File: config.mk
export PLATFORM = sky130hd
export DESIGN_NAME = uart_echo_fifo
export DESIGN_NICKNAME = d
export VERILOG_FILES = /design/src/rtl/uart_echo_pkg.sv /design/src/rtl/uart_echo_fifo_sync_fifo.sv /design/src/rtl/uart_echo_fifo.sv
export SDC_FILE = /design/constraint.sdc
export NUM_CORES = 1
export LEC_CHECK = 0
export BUFFER_PORTS_ARGS = -buffer_cell sky130_fd_sc_hd__buf_2
export CAP_MARGIN = 0
export CELL_PAD_IN_SITES_DETAIL_PLACEMENT = 0
export CELL_PAD_IN_SITES_GLOBAL_PLACEMENT = 1
export CORE_UTILIZATION = 35
export DETAILED_ROUTE_END_ITERATION = 8
export PLACE_DENSITY_LB_ADDON = 0.1
export SLEW_MARGIN = 0
export SYNTH_ARGS = -nofsm -noshare
export SYNTH_HDL_FRONTEND = slang
export SYNTH_SLANG_ARGS = --single-unit
File: constraint.sdc
create_clock -name CLK_100MHz -period 7.56 [get_ports CLK_100MHz]
set_input_delay 0.756 -clock CLK_100MHz [delete_from_list [all_inputs] [get_ports CLK_100MHz]]
set_output_delay 0.756 -clock CLK_100MHz [all_outputs]
set_load 0.05 [all_outputs]
File: src/rtl/uart_echo_pkg.sv
// Shared types and defaults for the UART echo buffer: FSM encodings,
// default widths and the width of the TX_LOAD timeout down-counter.
package uart_echo_pkg;

    localparam int DEF_DATA_W       = 16;
    localparam int DEF_DEPTH        = 16;
    localparam int DEF_LOAD_TIMEOUT = 1024;

    // Timeout counter width; LOAD_TIMEOUT must stay below 2**LOAD_TMO_W.
    localparam int LOAD_TMO_W = 16;

    typedef enum logic {
        I_IDLE,
        I_CLEAR
    } ingest_state_t;

    typedef enum logic [1:0] {
        D_IDLE,
        D_LOAD,
        D_BUSY
    } drain_state_t;

endpackage

File: src/rtl/uart_echo_fifo_sync_fifo.sv
// Synchronous FIFO: storage, wrapping pointers, occupancy count and flush.
// Push/pop arrive already qualified by the parent; flush overrides both.
module sync_fifo
    import uart_echo_pkg::*;
#(
    parameter int DATA_W = DEF_DATA_W,
    parameter int DEPTH  = DEF_DEPTH
) (
    input  logic                     clk,
    input  logic                     rst_n,
    input  logic                     push,
    input  logic [DATA_W-1:0]        push_data,
    input  logic                     pop,
    input  logic                     flush,
    output logic [DATA_W-1:0]        rd_data,
    output logic [$clog2(DEPTH):0]   count,
    output logic                     empty,
    output logic                     full
);
    localparam int AW = $clog2(DEPTH);

    logic [DATA_W-1:0] mem_q [DEPTH];
    logic [AW-1:0]     wr_ptr_q, wr_ptr_d;
    logic [AW-1:0]     rd_ptr_q, rd_ptr_d;
    logic [AW:0]       count_q, count_d;

    always_comb begin
        wr_ptr_d = wr_ptr_q;
        rd_ptr_d = rd_ptr_q;
        count_d  = count_q;
        if (flush) begin
            wr_ptr_d = '0;
            rd_ptr_d = '0;
            count_d  = '0;
        end else begin
            if (push) wr_ptr_d = wr_ptr_q + 1'b1;
            if (pop)  rd_ptr_d = rd_ptr_q + 1'b1;
            case ({push, pop})
                2'b10:   count_d = count_q + 1'b1;
                2'b01:   count_d = count_q - 1'b1;
                default: count_d = count_q;
            endcase
        end
    end

    always_ff @(posedge clk or negedge rst_n) begin
        if (!rst_n) begin
            wr_ptr_q <= '0;
            rd_ptr_q <= '0;
            count_q  <= '0;
        end else begin
            wr_ptr_q <= wr_ptr_d;
            rd_ptr_q <= rd_ptr_d;
            count_q  <= count_d;
        end
    end

    // Storage is not reset; only slots between the pointers are ever read.
    always_ff @(posedge clk) begin
        if (push && !flush) mem_q[wr_ptr_q] <= push_data;
    end

    assign rd_data = mem_q[rd_ptr_q];
    assign count   = count_q;
    assign empty   = (count_q == '0);
    assign full    = (count_q == (AW+1)'(DEPTH));

endmodule

File: src/rtl/uart_echo_fifo.sv
// Buffered UART echo: ingest FSM drains RX words into a FIFO, drain FSM
// replays them to the transmitter with a bounded wait on TX_BUSY.
//
// state   | meaning
// I_IDLE  | waiting for RX_READY; push (or drop) on its first sampled cycle
// I_CLEAR | RX_CLEAR held high until the receiver drops RX_READY
// D_IDLE  | waiting for a stored word and an idle transmitter
// D_LOAD  | TX_LOAD held with stable TX_DATA until TX_BUSY or timeout
// D_BUSY  | transmitter shifting; wait for TX_BUSY to fall
module uart_echo_fifo
    import uart_echo_pkg::*;
#(
    parameter int DATA_W       = DEF_DATA_W,
    parameter int DEPTH        = DEF_DEPTH,
    parameter int LOAD_TIMEOUT = DEF_LOAD_TIMEOUT
) (
    input  logic                     CLK_100MHz,
    input  logic                     RST_N,
    input  logic [DATA_W-1:0]        RX_DATA,
    input  logic                     RX_READY,
    output logic                     RX_CLEAR,
    output logic [DATA_W-1:0]        TX_DATA,
    output logic                     TX_LOAD,
    input  logic                     TX_BUSY,
    input  logic                     FLUSH,
    output logic [$clog2(DEPTH):0]   COUNT,
    output logic                     EMPTY,
    output logic                     FULL,
    output logic                     OVERFLOW
);
    ingest_state_t         i_state_q, i_state_d;
    drain_state_t          d_state_q, d_state_d;
    logic                  rx_clear_q, rx_clear_d;
    logic                  tx_load_q, tx_load_d;
    logic                  overflow_q, overflow_d;
    logic [DATA_W-1:0]     tx_data_q, tx_data_d;
    logic [LOAD_TMO_W-1:0] tmo_q, tmo_d;

    logic                  push, pop;
    logic [DATA_W-1:0]     fifo_rd_data;
    logic                  fifo_empty, fifo_full;

    sync_fifo #(.DATA_W(DATA_W), .DEPTH(DEPTH)) u_fifo (
        .clk       (CLK_100MHz),
        .rst_n     (RST_N),
        .push      (push),
        .push_data (RX_DATA),
        .pop       (pop),
        .flush     (FLUSH),
        .rd_data   (fifo_rd_data),
        .count     (COUNT),
        .empty     (fifo_empty),
        .full      (fifo_full)
    );

    always_comb begin
        i_state_d  = i_state_q;
        rx_clear_d = rx_clear_q;
        overflow_d = overflow_q;
        push       = 1'b0;
        case (i_state_q)
            I_IDLE: if (RX_READY) begin
                if (!fifo_full && !FLUSH) push = 1'b1;
                else if (fifo_full)       overflow_d = 1'b1;
                rx_clear_d = 1'b1;
                i_state_d  = I_CLEAR;
            end
            I_CLEAR: if (!RX_READY) begin
                rx_clear_d = 1'b0;
                i_state_d  = I_IDLE;
            end
            default: i_state_d = I_IDLE;
        endcase
        // A flush wipes the sticky flag even if this cycle's word was dropped.
        if (FLUSH) overflow_d = 1'b0;
    end

    always_comb begin
        d_state_d = d_state_q;
        tx_load_d = tx_load_q;
        tx_data_d = tx_data_q;
        tmo_d     = tmo_q;
        pop       = 1'b0;
        case (d_state_q)
            D_IDLE: if (!fifo_empty && !TX_BUSY && !FLUSH) begin
                tx_data_d = fifo_rd_data;
                pop       = 1'b1;
                tx_load_d = 1'b1;
                tmo_d     = LOAD_TMO_W'(LOAD_TIMEOUT - 1);
                d_state_d = D_LOAD;
            end
            D_LOAD: begin
                if (TX_BUSY) begin
                    tx_load_d = 1'b0;
                    d_state_d = D_BUSY;
                end else if (tmo_q == '0) begin
                    tx_load_d = 1'b0;
                    d_state_d = D_IDLE;
                end else begin
                    tmo_d = tmo_q - 1'b1;
                end
            end
            D_BUSY: if (!TX_BUSY) d_state_d = D_IDLE;
            default: d_state_d = D_IDLE;
        endcase
    end

    always_ff @(posedge CLK_100MHz or negedge RST_N) begin
        if (!RST_N) begin
            i_state_q  <= I_IDLE;
            d_state_q  <= D_IDLE;
            rx_clear_q <= 1'b0;
            tx_load_q  <= 1'b0;
            overflow_q <= 1'b0;
            tx_data_q  <= '0;
            tmo_q      <= '0;
        end else begin
            i_state_q  <= i_state_d;
            d_state_q  <= d_state_d;
            rx_clear_q <= rx_clear_d;
            tx_load_q  <= tx_load_d;
            overflow_q <= overflow_d;
            tx_data_q  <= tx_data_d;
            tmo_q      <= tmo_d;
        end
    end

    assign RX_CLEAR = rx_clear_q;
    assign TX_LOAD  = tx_load_q;
    assign TX_DATA  = tx_data_q;
    assign OVERFLOW = overflow_q;
    assign EMPTY    = fifo_empty;
    assign FULL     = fifo_full;

endmodule

==> impl_metrics.json, run 1 <==
{
  "antenna_cells": 0,
  "clock_latency_ns": 0.52,
  "critPathRequiredTime_ns": 7.99,
  "pin_count": 47,
  "place_congestion": 0.746,
  "setup_tns_ns": 0,
  "die_h_um": 189,
  "core_um2": 34500,
  "overflow": 0,
  "dr.pass1.iters": 4,
  "synth.avg_cell_area_um2": 18.2,
  "cts_setup_buffers": 0,
  "start_util_pct": 35.6,
  "gr-usage-all-layers_pct": 15.8,
  "total_power_uw": 4350,
  "drive_gt1_share_pct": 28.7,
  "grt_max_degree": 67,
  "postRouteAntennaNets": 0,
  "wl_mm": 26.9,
  "critPathKind": "input port to register",
  "ys_seq_elements": 307,
  "hold_class": "input port to async pin",
  "place_area_um2": 13100,
  "power.density_nw_per_um2": 305,
  "cts_sinks": 307,
  "die_x_um": 189,
  "grt_pass1_vias": 6629,
  "cp-end-kind": "register",
  "cts_tree": "built",
  "syn_inst": 675,
  "static-leakage-power_uw": 0.00476,
  "grt_setup_unrepaired": "false",
  "synth_edf_count": 256,
  "synth_fp_nets": 706,
  "critPathLaunchType": "input port",
  "drc": 0,
  "grt_pass1_wl_mm": 41.8,
  "clkTransAtPathRegs_ns": 0.06,
  "synthTopCellsByArea": "edfxtp_1 62%, mux4_2 12%, dfrtp_1 10%, mux2i_1 1.6%, nand2_1 1.6%",
  "grt_use_met3_pct": 2.61,
  "grtUsageMet2_pct": 25.6,
  "drv_slew": 0,
  "clockBufferDepth": 3,
  "final_cell_area_um2": 14300,
  "cts_buffers": 37,
  "met1_usage_pct": 21.9,
  "relSlewSlack_pct": 22.7,
  "post_cts_resized": 0,
  "wl_per_cell_um": 22.0,
  "synth-async-reset-ratio_pct": 16.6,
  "ys_seq_area_share_pct": 72.9,
  "routed-via-count": 6193,
  "nets": 769,
  "hpwl_mm": 15.9,
  "busiest_layer": "met2",
  "antenna_found_initial": 0,
  "via_per_inst": 5.07,
  "status": "complete, no violations",
  "synth_flop_cell": "edfxtp_1",
  "htree_levels": 2,
  "clock_skew_ns": 0.0141,
  "place_ws_ns": 3.15,
  "ir_drop_uv": 168,
  "drt_iter0_markers": 275,
  "layout.cells.non_filler": 1221,
  "fin_ws_ns": 3.71,
  "io_buffers": 46,
  "dp_cells": 1154,
  "yosys_warnings": 0,
  "synth.most_common_cell": "edfxtp_1",
  "synth_commonest_cells": "256 x edfxtp_1, 64 x mux4_2, 52 x nand2_1",
  "die-area_um2": 35900,
  "num-fill-cells": 3158,
  "multi_input_area_um2": 3210,
  "reg2reg_depth": 10,
  "ctsHoldBuffers": 0,
  "synth_area_um2": 12300,
  "rows": 68,
  "setup_viol": 0,
  "synth_top_area_cell": "edfxtp_1",
  "ff_latch_area_um2": 8970,
  "synth_cell_types": 50,
  "period_share_pct": 50.9,
  "fmax_ghz": 0.260,
  "cp_max_fo": 17,
  "worstMarginPinSlew_ns": 1.16,
  "drv_cap": 0,
  "hold_viol_final": 0,
  "clock-root-buffer": "clkbuf_16",
  "synth_top_area_share_pct": 62.5,
  "area_delta_synth_final_pct": 16.0,
  "min_period_ns": 3.85,
  "arrival_ns": 4.28
}
[where the power goes]
part           internal [µW]  switching (µW)
Sequential              1910            82.3
Clock                   1050             669
Combinational            225             419
Total                   3180            1170
[state kept, by name, summed over array words and instances (netlist names)]
register / cells
RX_CLEAR: 1
u_fifo.mem_q: 256
TX_LOAD: 1
OVERFLOW: 1
i_state_q: 1
tmo_q: 16
u_fifo.rd_ptr_q: 4
u_fifo.wr_ptr_q: 4
d_state_q: 2
u_fifo.count: 5
TX_DATA: 16
[routing by layer]
layer / part of all wire [%] / vias up
met5: 0 / -
met4: 1.9 / 0
met3: 4.5 / 38
met2: 49 / 116
met1: 45 / 3245
li1: - / 2794
[layout by cell type (no fill, tap or decap), drive strengths merged, types with 2 or more instances in the layout]
| cell | netlist | routed |
|---|---|---|
| a211oi | 5 | 5 |
| nand2 | 52 | 52 |
| bufinv | 0 | 3 |
| dfrtp | 51 | 51 |
| nand3b | 3 | 3 |
| and2 | 3 | 3 |
| a2111oi | 2 | 2 |
| a21oi | 23 | 23 |
| a21boi | 2 | 2 |
| a31oi | 2 | 2 |
| xnor2 | 9 | 9 |
| o21ai | 30 | 30 |
| nor3 | 10 | 10 |
| nor4 | 7 | 7 |
| nand3 | 3 | 3 |
| edfxtp | 256 | 256 |
| mux2i | 20 | 20 |
| or2 | 2 | 2 |
| ha | 9 | 9 |
| xor2 | 5 | 5 |
| mux4 | 64 | 64 |
| nand2b | 3 | 3 |
| nor2 | 36 | 36 |
| nor2b | 2 | 2 |
| inv | 8 | 9 |
| or4 | 6 | 6 |
| nand4 | 3 | 3 |
| clkbuf | 13 | 48 |
| buf | 19 | 56 |
| or3 | 2 | 2 |
| clkinv | 0 | 14 |
| mux2 | 16 | 16 |
[per-stage QoR]
step	hold slack, ns	util (%)
after floorplan	0.451	-
after global placement	0.455	37.9
after detailed placement	0.451	37.9
after CTS	0.381	41.3
after global routing	0.399	41.3
final	0.387	41.3
[worst max-delay path: stages]
cell,delay (ns)
buf_2,0.21
nor4_4,0.40
a21boi_1,0.97
o21ai_0,0.37
inv_1,0.21
ha_1,0.28
nor2b_1,0.14
o21a_1,0.17
or4_1,0.43
and3_1,0.18
nor3_1,0.15
[area by class of cell]
cell class / count / area share [%]
Inverter: 8 / 0.210
Clock inverter: 19 / 1.18
Clock buffer: 48 / 7.15
Sequential cell: 307 / 62.9
Timing Repair Buffer: 56 / 2.14
Tap cell: 455 / 3.99
Multi-Input combinational cell: 328 / 22.5
[cell families after synthesis]
group | count (synthesis) | synth area share [%]
AOI/OAI and AO/OA | 68 | 3.20
muxes | 100 | 14.8
DFF | 307 | 72.9
adders and majority gates | 10 | 1.08
and+or+nand+nor | 136 | 5.57
xor gates and xnor gates | 14 | 0.997
buffers and inverters | 40 | 1.46
[path summary, 6_finish.rpt]
| path | startpoint | end | slack [ns] |
|---|---|---|---|
| max | FLUSH | u_fifo.count[4] | 3.71 |
| min | RST_N | u_fifo.count[3] | 0.39 |
| max reg2reg | d_state_q[1] | u_fifo.count[4] | 3.74 |
| min reg2reg | TX_DATA[5] | TX_DATA[5] | 0.46 |
| max in group asynchronous | RST_N | u_fifo.rd_ptr_q[2] | 6.66 |
| min in group CLK_100MHz | RX_READY | i_state_q | 0.41 |
Power figures use the tool's default switching activity.
==> run 2: changes to the inputs <==
--- a/config.mk
+++ b/config.mk
@@ -5,6 +5,7 @@
 export SDC_FILE = /design/constraint.sdc
 export NUM_CORES = 1
 export LEC_CHECK = 0
+export ABC_AREA = 1
 export BUFFER_PORTS_ARGS = -buffer_cell sky130_fd_sc_hd__buf_2
 export CAP_MARGIN = 0
 export CELL_PAD_IN_SITES_DETAIL_PLACEMENT = 0
==> constraint.sdc (replaced) <==
create_clock -name CLK_100MHz -period 3.86 [get_ports CLK_100MHz]
set_input_delay 0.386 -clock CLK_100MHz [delete_from_list [all_inputs] [get_ports CLK_100MHz]]
set_output_delay 0.386 -clock CLK_100MHz [all_outputs]
set_load 0.05 [all_outputs]
==> impl_metrics.json, run 2 <==
{
  "synth.most_common_cell": "nand2_1",
  "grt_pass1_wl_mm": 57.0,
  "place_congestion": 0.787,
  "ir_drop_uv": 362,
  "timing.rr.start": "i_state_q",
  "synth_cell_types": 32,
  "gr-usage-all-layers_pct": 20.3,
  "synth_area_um2": 13100,
  "ys_seq_elements": 307,
  "overflow": 0,
  "layout.cells.non_filler": 1784,
  "crit_end": "u_fifo.mem_q[1][10]",
  "clkPwrFrac_pct": 35.0,
  "postRouteAntennaNets": 0,
  "drt_iter0_markers": 604,
  "p_sw_share_pct": 33.6,
  "status": "finished, violations left",
  "synth_commonest_cells": "292 x nand2_1, 256 x edfxtp_1, 237 x nor2_1",
  "htree_levels": 2,
  "synth_fp_nets": 1265,
  "synth_flop_cell": "edfxtp_1",
  "wl_per_cell_um": 20.9,
  "cts_sinks": 307,
  "power.density_nw_per_um2": 655,
  "nets": 1321,
  "r2r-end": "u_fifo.mem_q[1][10]",
  "die-area_um2": 38100,
  "whs_ns": -0.0140,
  "start_util_pct": 35.6,
  "arrival_ns": 2.67,
  "relSlewSlack_pct": 34.2,
  "synth_top_area_share_pct": 58.8,
  "via_per_inst": 4.90,
  "core_um2": 36700,
  "cts_buffers": 36,
  "synth_top_area_cell": "edfxtp_1",
  "dr.pass1.iters": 5,
  "pin_count": 47,
  "ys_seq_area_share_pct": 68.6,
  "grt_max_degree": 75,
  "yosys_warnings": 0,
  "routed-via-count": 8738,
  "hold_viol_final": 7,
  "hold_class": "input port to async pin",
  "hpwl_mm": 20.8,
  "clkTransAtPathRegs_ns": 0.06,
  "setup_tns_ns": 0,
  "cts_setup_buffers": 0,
  "wl_mm": 37.3,
  "final_common_cell": "nand2_1",
  "grt_pass1_vias": 8850,
  "cts_tree": "built",
  "syn_inst": 1234,
  "clockBufferDepth": 3,
  "switchingPower_uw": 3320,
  "io_buffers": 46,
  "drive_gt1_share_pct": 14.0,
  "critPathKind": "input port to register",
  "drv_cap": 0,
  "p_int_uw": 6560,
  "grt_setup_unrepaired": "false",
  "pwr-share-seq_pct": 41.1,
  "dp_cells": 1719,
  "violations": "hold timing",
  "synth.avg_cell_area_um2": 10.6,
  "clock_latency_ns": 0.51,
  "period_share_pct": 64.0,
  "synth_edf_count": 256,
  "rows": 70,
  "critPathRequiredTime_ns": 4.06,
  "largest_register_ffs": 256,
  "clock-root-buffer": "clkbuf_16",
  "reg2reg_depth": 6,
  "regMostFlops": "u_fifo.mem_q",
  "synth-async-reset-ratio_pct": 16.6,
  "min_period_ns": 2.47,
  "static-leakage-power_uw": 0.00574,
  "num-fill-cells": 3562,
  "crit_start": "RX_READY",
  "cp-end-kind": "register",
  "fmax_ghz": 0.405,
  "final_cell_mix": "292 x nand2_1, 256 x edfxtp_1, 221 x nor2_1, 138 x nand3_1, 104 x o21ai_0",
  "worstMarginPinSlew_ns": 0.986,
  "drv_slew": 0,
  "setup_viol": 0,
  "die_x_um": 195,
  "die_h_um": 195,
  "cp_max_fo": 10,
  "synthTopCellsByArea": "edfxtp_1 59%, dfrtp_1 9.8%, nand2_1 8.4%, nor2_1 6.8%, nand3_1 5.3%",
  "area_delta_synth_final_pct": 15.3,
  "combPwrFrac_pct": 24.0,
  "r2r_setup_slack_ns": 1.54,
  "clock_skew_ns": 0.0138,
  "drc": 0,
  "critPathLaunchType": "input port",
  "antenna_cells": 0,
  "antenna_found_initial": 1
}
## run 2: cell types whose count changed after synthesis, moves of 16 or more
cell / before / now
mux2i_1: 20 / 0
mux2_2: 16 / 0
nand2_1: 52 / 292
o21ai_0: 29 / 104
inv_1: 8 / 28
mux4_2: 64 / 0
nor2_1: 36 / 237
nand3_1: 3 / 138
## run 2: worst min-delay path by stage
stage,start,end,slack [ns],cells past startpoint
5_1_grt,RST_N,tmo_q[7],0.06,1
3_5_place_dp,i_state_q,RX_CLEAR,0.44,1
4_1_cts,RST_N,tmo_q[4],0.01,1
3_3_place_gp,i_state_q,RX_CLEAR,0.44,1
6_report,RST_N,tmo_q[6],-0.01,1
2_1_floorplan,RST_N,OVERFLOW,0.09,0
## run 2: cell families (layout without fill, tap and decap cells)
group / Yosys count / after routing / synth area share, %
XOR/XNOR: 3 / 3 / 0.201
AND/OR/NAND/NOR: 698 / 698 / 22.1
AO/OA/AOI/OAI: 119 / 119 / 4.62
flip-flops: 307 / 307 / 68.6
buffers and inverters: 97 / 179 / 3.47
adder cells (fa/ha/maj): 10 / 10 / 1.01
## run 2: final cells by class
type | count | area, µm² | share of cell area (%)
clock buffers | 45 | 976 | 6.47
clock inverters | 19 | 225 | 1.49
inverters | 35 | 133 | 0.880
multi-input cells | 830 | 3700 | 24.5
flip-flops and latches | 307 | 8970 | 59.5
well taps | 468 | 586 | 3.88
repair buffers | 80 | 488 | 3.24
## run 2: layer usage
layer	part of all wire [%]	vias up	global-route usage, %
li1	-	4296	-
met1	47	4248	27.7
met2	48	140	33.9
met3	3.2	52	2.95
met4	1.8	2	5.10
met5	0.046	-	0
## run 2: timing repair
action	4_1_cts	5_1_grt
hold endpoints to repair	1	0
hold buffers	1	0
gates resized for setup	0	0
## run 2: through the flow
stage | utilization, % | total power, µW | instance area [µm²] | hold slack, ns | worst slack, ns
global route | 41.1 | 10400 | 15100 | 0.0593 | 1.27
CTS | 41.1 | 10000 | 15100 | 0.0123 | 1.47
floorplan | - | 6250 | 13100 | 0.0904 | 1.50
detailed placement | 37.8 | 6540 | 13900 | 0.438 | 1.45
finish | 41.1 | 9880 | 15100 | -0.0140 | 1.39
global placement | 37.8 | 6540 | 13900 | 0.438 | 1.45
## run 2: power groups by stage
stage	Combinational (µW)	Clock [µW]	Sequential, µW
5_1_grt	2680	3670	4090
2_1_floorplan	1880	0	4380
3_3_place_gp	2420	0	4130
3_5_place_dp	2410	0	4130
4_1_cts	2410	3540	4070
6_report	2370	3460	4060
## run 2: worst max-delay path, cell delays in order
cell	delay, ns
dlygate4sd3_1	0.52
buf_2	0.10
inv_1	0.05
nor2_1	0.28
nand3_1	0.18
inv_2	0.17
nand2_1	0.17
nor2_2	0.47
buf_4	0.33
==> run 3: changes to the inputs <==
==> constraint.sdc (replaced) <==
create_clock -name CLK_100MHz -period 2.45 [get_ports CLK_100MHz]
set_input_delay 0.245 -clock CLK_100MHz [delete_from_list [all_inputs] [get_ports CLK_100MHz]]
set_output_delay 0.245 -clock CLK_100MHz [all_outputs]
set_load 0.05 [all_outputs]
==> impl_metrics.json, run 3 (synthesized netlist as in run 2, its figures left out) <==
{
  "clock-root-buffer": "clkbuf_16",
  "drt_iter0_markers": 585,
  "critical_path.cell_chain": "nor2_2 > nand3_1 > nand3_1 > nand2_1 > fa_1 > nand3b_1 > nand2_1 > nand2_1 > nand2_1 > inv_1 > nand2_1 > nand2_1 > nand2_1 > nand2_1",
  "hpwl_mm": 20.1,
  "cp_max_fo": 4,
  "arrival_ns": 2.60,
  "critPathMaxStageDelay_ns": 0.43,
  "gr-usage-all-layers_pct": 19.1,
  "largest_register_ffs": 256,
  "drv_cap": 0,
  "grt_pass1_wl_mm": 54.2,
  "clockBufferDepth": 3,
  "place_ws_ns": 0.270,
  "nets": 1338,
  "grt_max_degree": 91,
  "cts_buffers": 37,
  "core_um2": 36700,
  "place_area_um2": 14100,
  "critPathRequiredTime_ns": 2.88,
  "num-fill-cells": 3560,
  "overflow": 0,
  "cts_sinks": 307,
  "clkTransAtPathRegs_ns": 0.06,
  "pwr-share-seq_pct": 40.0,
  "area_delta_synth_final_pct": 16.9,
  "die_x_um": 195,
  "clock_latency_ns": 0.54,
  "htree_levels": 2,
  "wl_per_cell_um": 19.8,
  "final_cell_area_um2": 15300,
  "postRouteAntennaNets": 0,
  "min_period_ns": 2.17,
  "critPathKind": "register to register",
  "pin_count": 47,
  "cts_setup_buffers": 0,
  "cpMaxStageDelayCell": "fa_1",
  "antenna_found_initial": 1,
  "drc": 0,
  "fin_ws_ns": 0.283,
  "power.density_nw_per_um2": 1020,
  "place_congestion": 0.765,
  "switchingPower_uw": 5320,
  "io_buffers": 46,
  "p_int_uw": 10300,
  "cp_common_cell": "nand2_1",
  "routed-via-count": 8769,
  "drv_slew": 0,
  "hold_viol_final": 0,
  "cts_tree": "built",
  "via_per_inst": 4.87,
  "setup_viol": 0,
  "static-leakage-power_uw": 0.00585,
  "rows": 70,
  "grt_setup_unrepaired": "false",
  "worstMarginPinSlew_ns": 0.651,
  "drive_gt1_share_pct": 14.9,
  "regMostFlops": "u_fifo.mem_q",
  "cp-end-kind": "register",
  "period_share_pct": 88.5,
  "wl_mm": 35.6,
  "grt_pass1_vias": 8535,
  "p_sw_share_pct": 34.0,
  "final_cell_mix": "292 x nand2_1, 256 x edfxtp_1, 220 x nor2_1, 138 x nand3_1, 104 x o21ai_0",
  "relSlewSlack_pct": 56.6,
  "hold_class": "input port to register",
  "critPathLaunchType": "register",
  "start_util_pct": 35.6,
  "die-area_um2": 38100,
  "die_h_um": 195,
  "final_common_cell": "nand2_1",
  "ir_drop_uv": 515,
  "clock_skew_ns": 0.0166,
  "clkPwrFrac_pct": 34.5,
  "setup_tns_ns": 0,
  "antenna_cells": 0,
  "dr.pass1.iters": 5,
  "fmax_ghz": 0.461,
  "combPwrFrac_pct": 25.4,
  "status": "complete, no violations"
}
-- run 3: repair_timing --
action	CTS	global route
hold buffers	3	0
endpoints found under the setup margin	0	1
gates resized for setup	0	1
hold endpoints to repair	26	0
-- run 3: path summary, 6_finish.rpt --
kind / start / endpoint / slack, ns / cells after the start
hold reg to reg: i_state_q / RX_CLEAR / 0.45 / 1
max in group asynchronous: RST_N / TX_DATA[2] / 1.49 / 3
setup / recovery: u_fifo.count[2] / u_fifo.count[4] / 0.28 / 14
hold / removal: FLUSH / u_fifo.wr_ptr_q[2] / 0.04 / 2
setup reg to reg: u_fifo.count[2] / u_fifo.count[4] / 0.28 / 14
min in group asynchronous: RST_N / tmo_q[6] / 0.28 / 2
-- run 3: cell type report --
type / count / area [µm²] / share of cell area [%]
clock buffers: 42 / 945 / 6.18
clock inverters: 23 / 244 / 1.60
inverters: 35 / 133 / 0.868
multi-input cells: 830 / 3700 / 24.2
flip-flops and latches: 307 / 8970 / 58.7
well taps: 468 / 586 / 3.83
repair buffers: 96 / 701 / 4.59
-- run 3: worst max-delay path: cells and delay by family, from the launching register on --
kind	cells	cell delay (ns)
AND/OR/NAND/NOR	12	1.16
adder cells (fa/ha/maj)	1	0.43
buffers and inverters	1	0.04
flip-flops	1	0.42
-- run 3: power by group through the flow --
stage                     clock network [µW]  registers, µW  logic, µW
after floorplan                            0           6890       2960
after CTS                               5540           6250       4050
after detailed placement                   0           6360       4040
after global routing                    5720           6290       4450
final                                   5390           6250       3970
after global placement                     0           6350       4040
-- run 3: per-layer routing --
| metal | track usage (%) | share of wire, % |
|---|---|---|
| met1 | 26.7 | 47 |
| met2 | 30.9 | 47 |
| met3 | 2.71 | 3.6 |
| met4 | 5.77 | 2.3 |
| met5 | 0 | 0.048 |
-- run 3: stage by stage --
step / hold WS [ns] / util [%] / std cells / power [µW]
floorplan: -0.0506 / - / 1234 / 9850
global placement: 0.305 / 38.3 / 1733 / 10400
detailed placement: 0.305 / 38.3 / 1733 / 10400
CTS: 0.0330 / 41.6 / 1801 / 15800
global route: 0.0395 / 41.6 / 1801 / 16500
finish: 0.0400 / 41.6 / 1801 / 15600
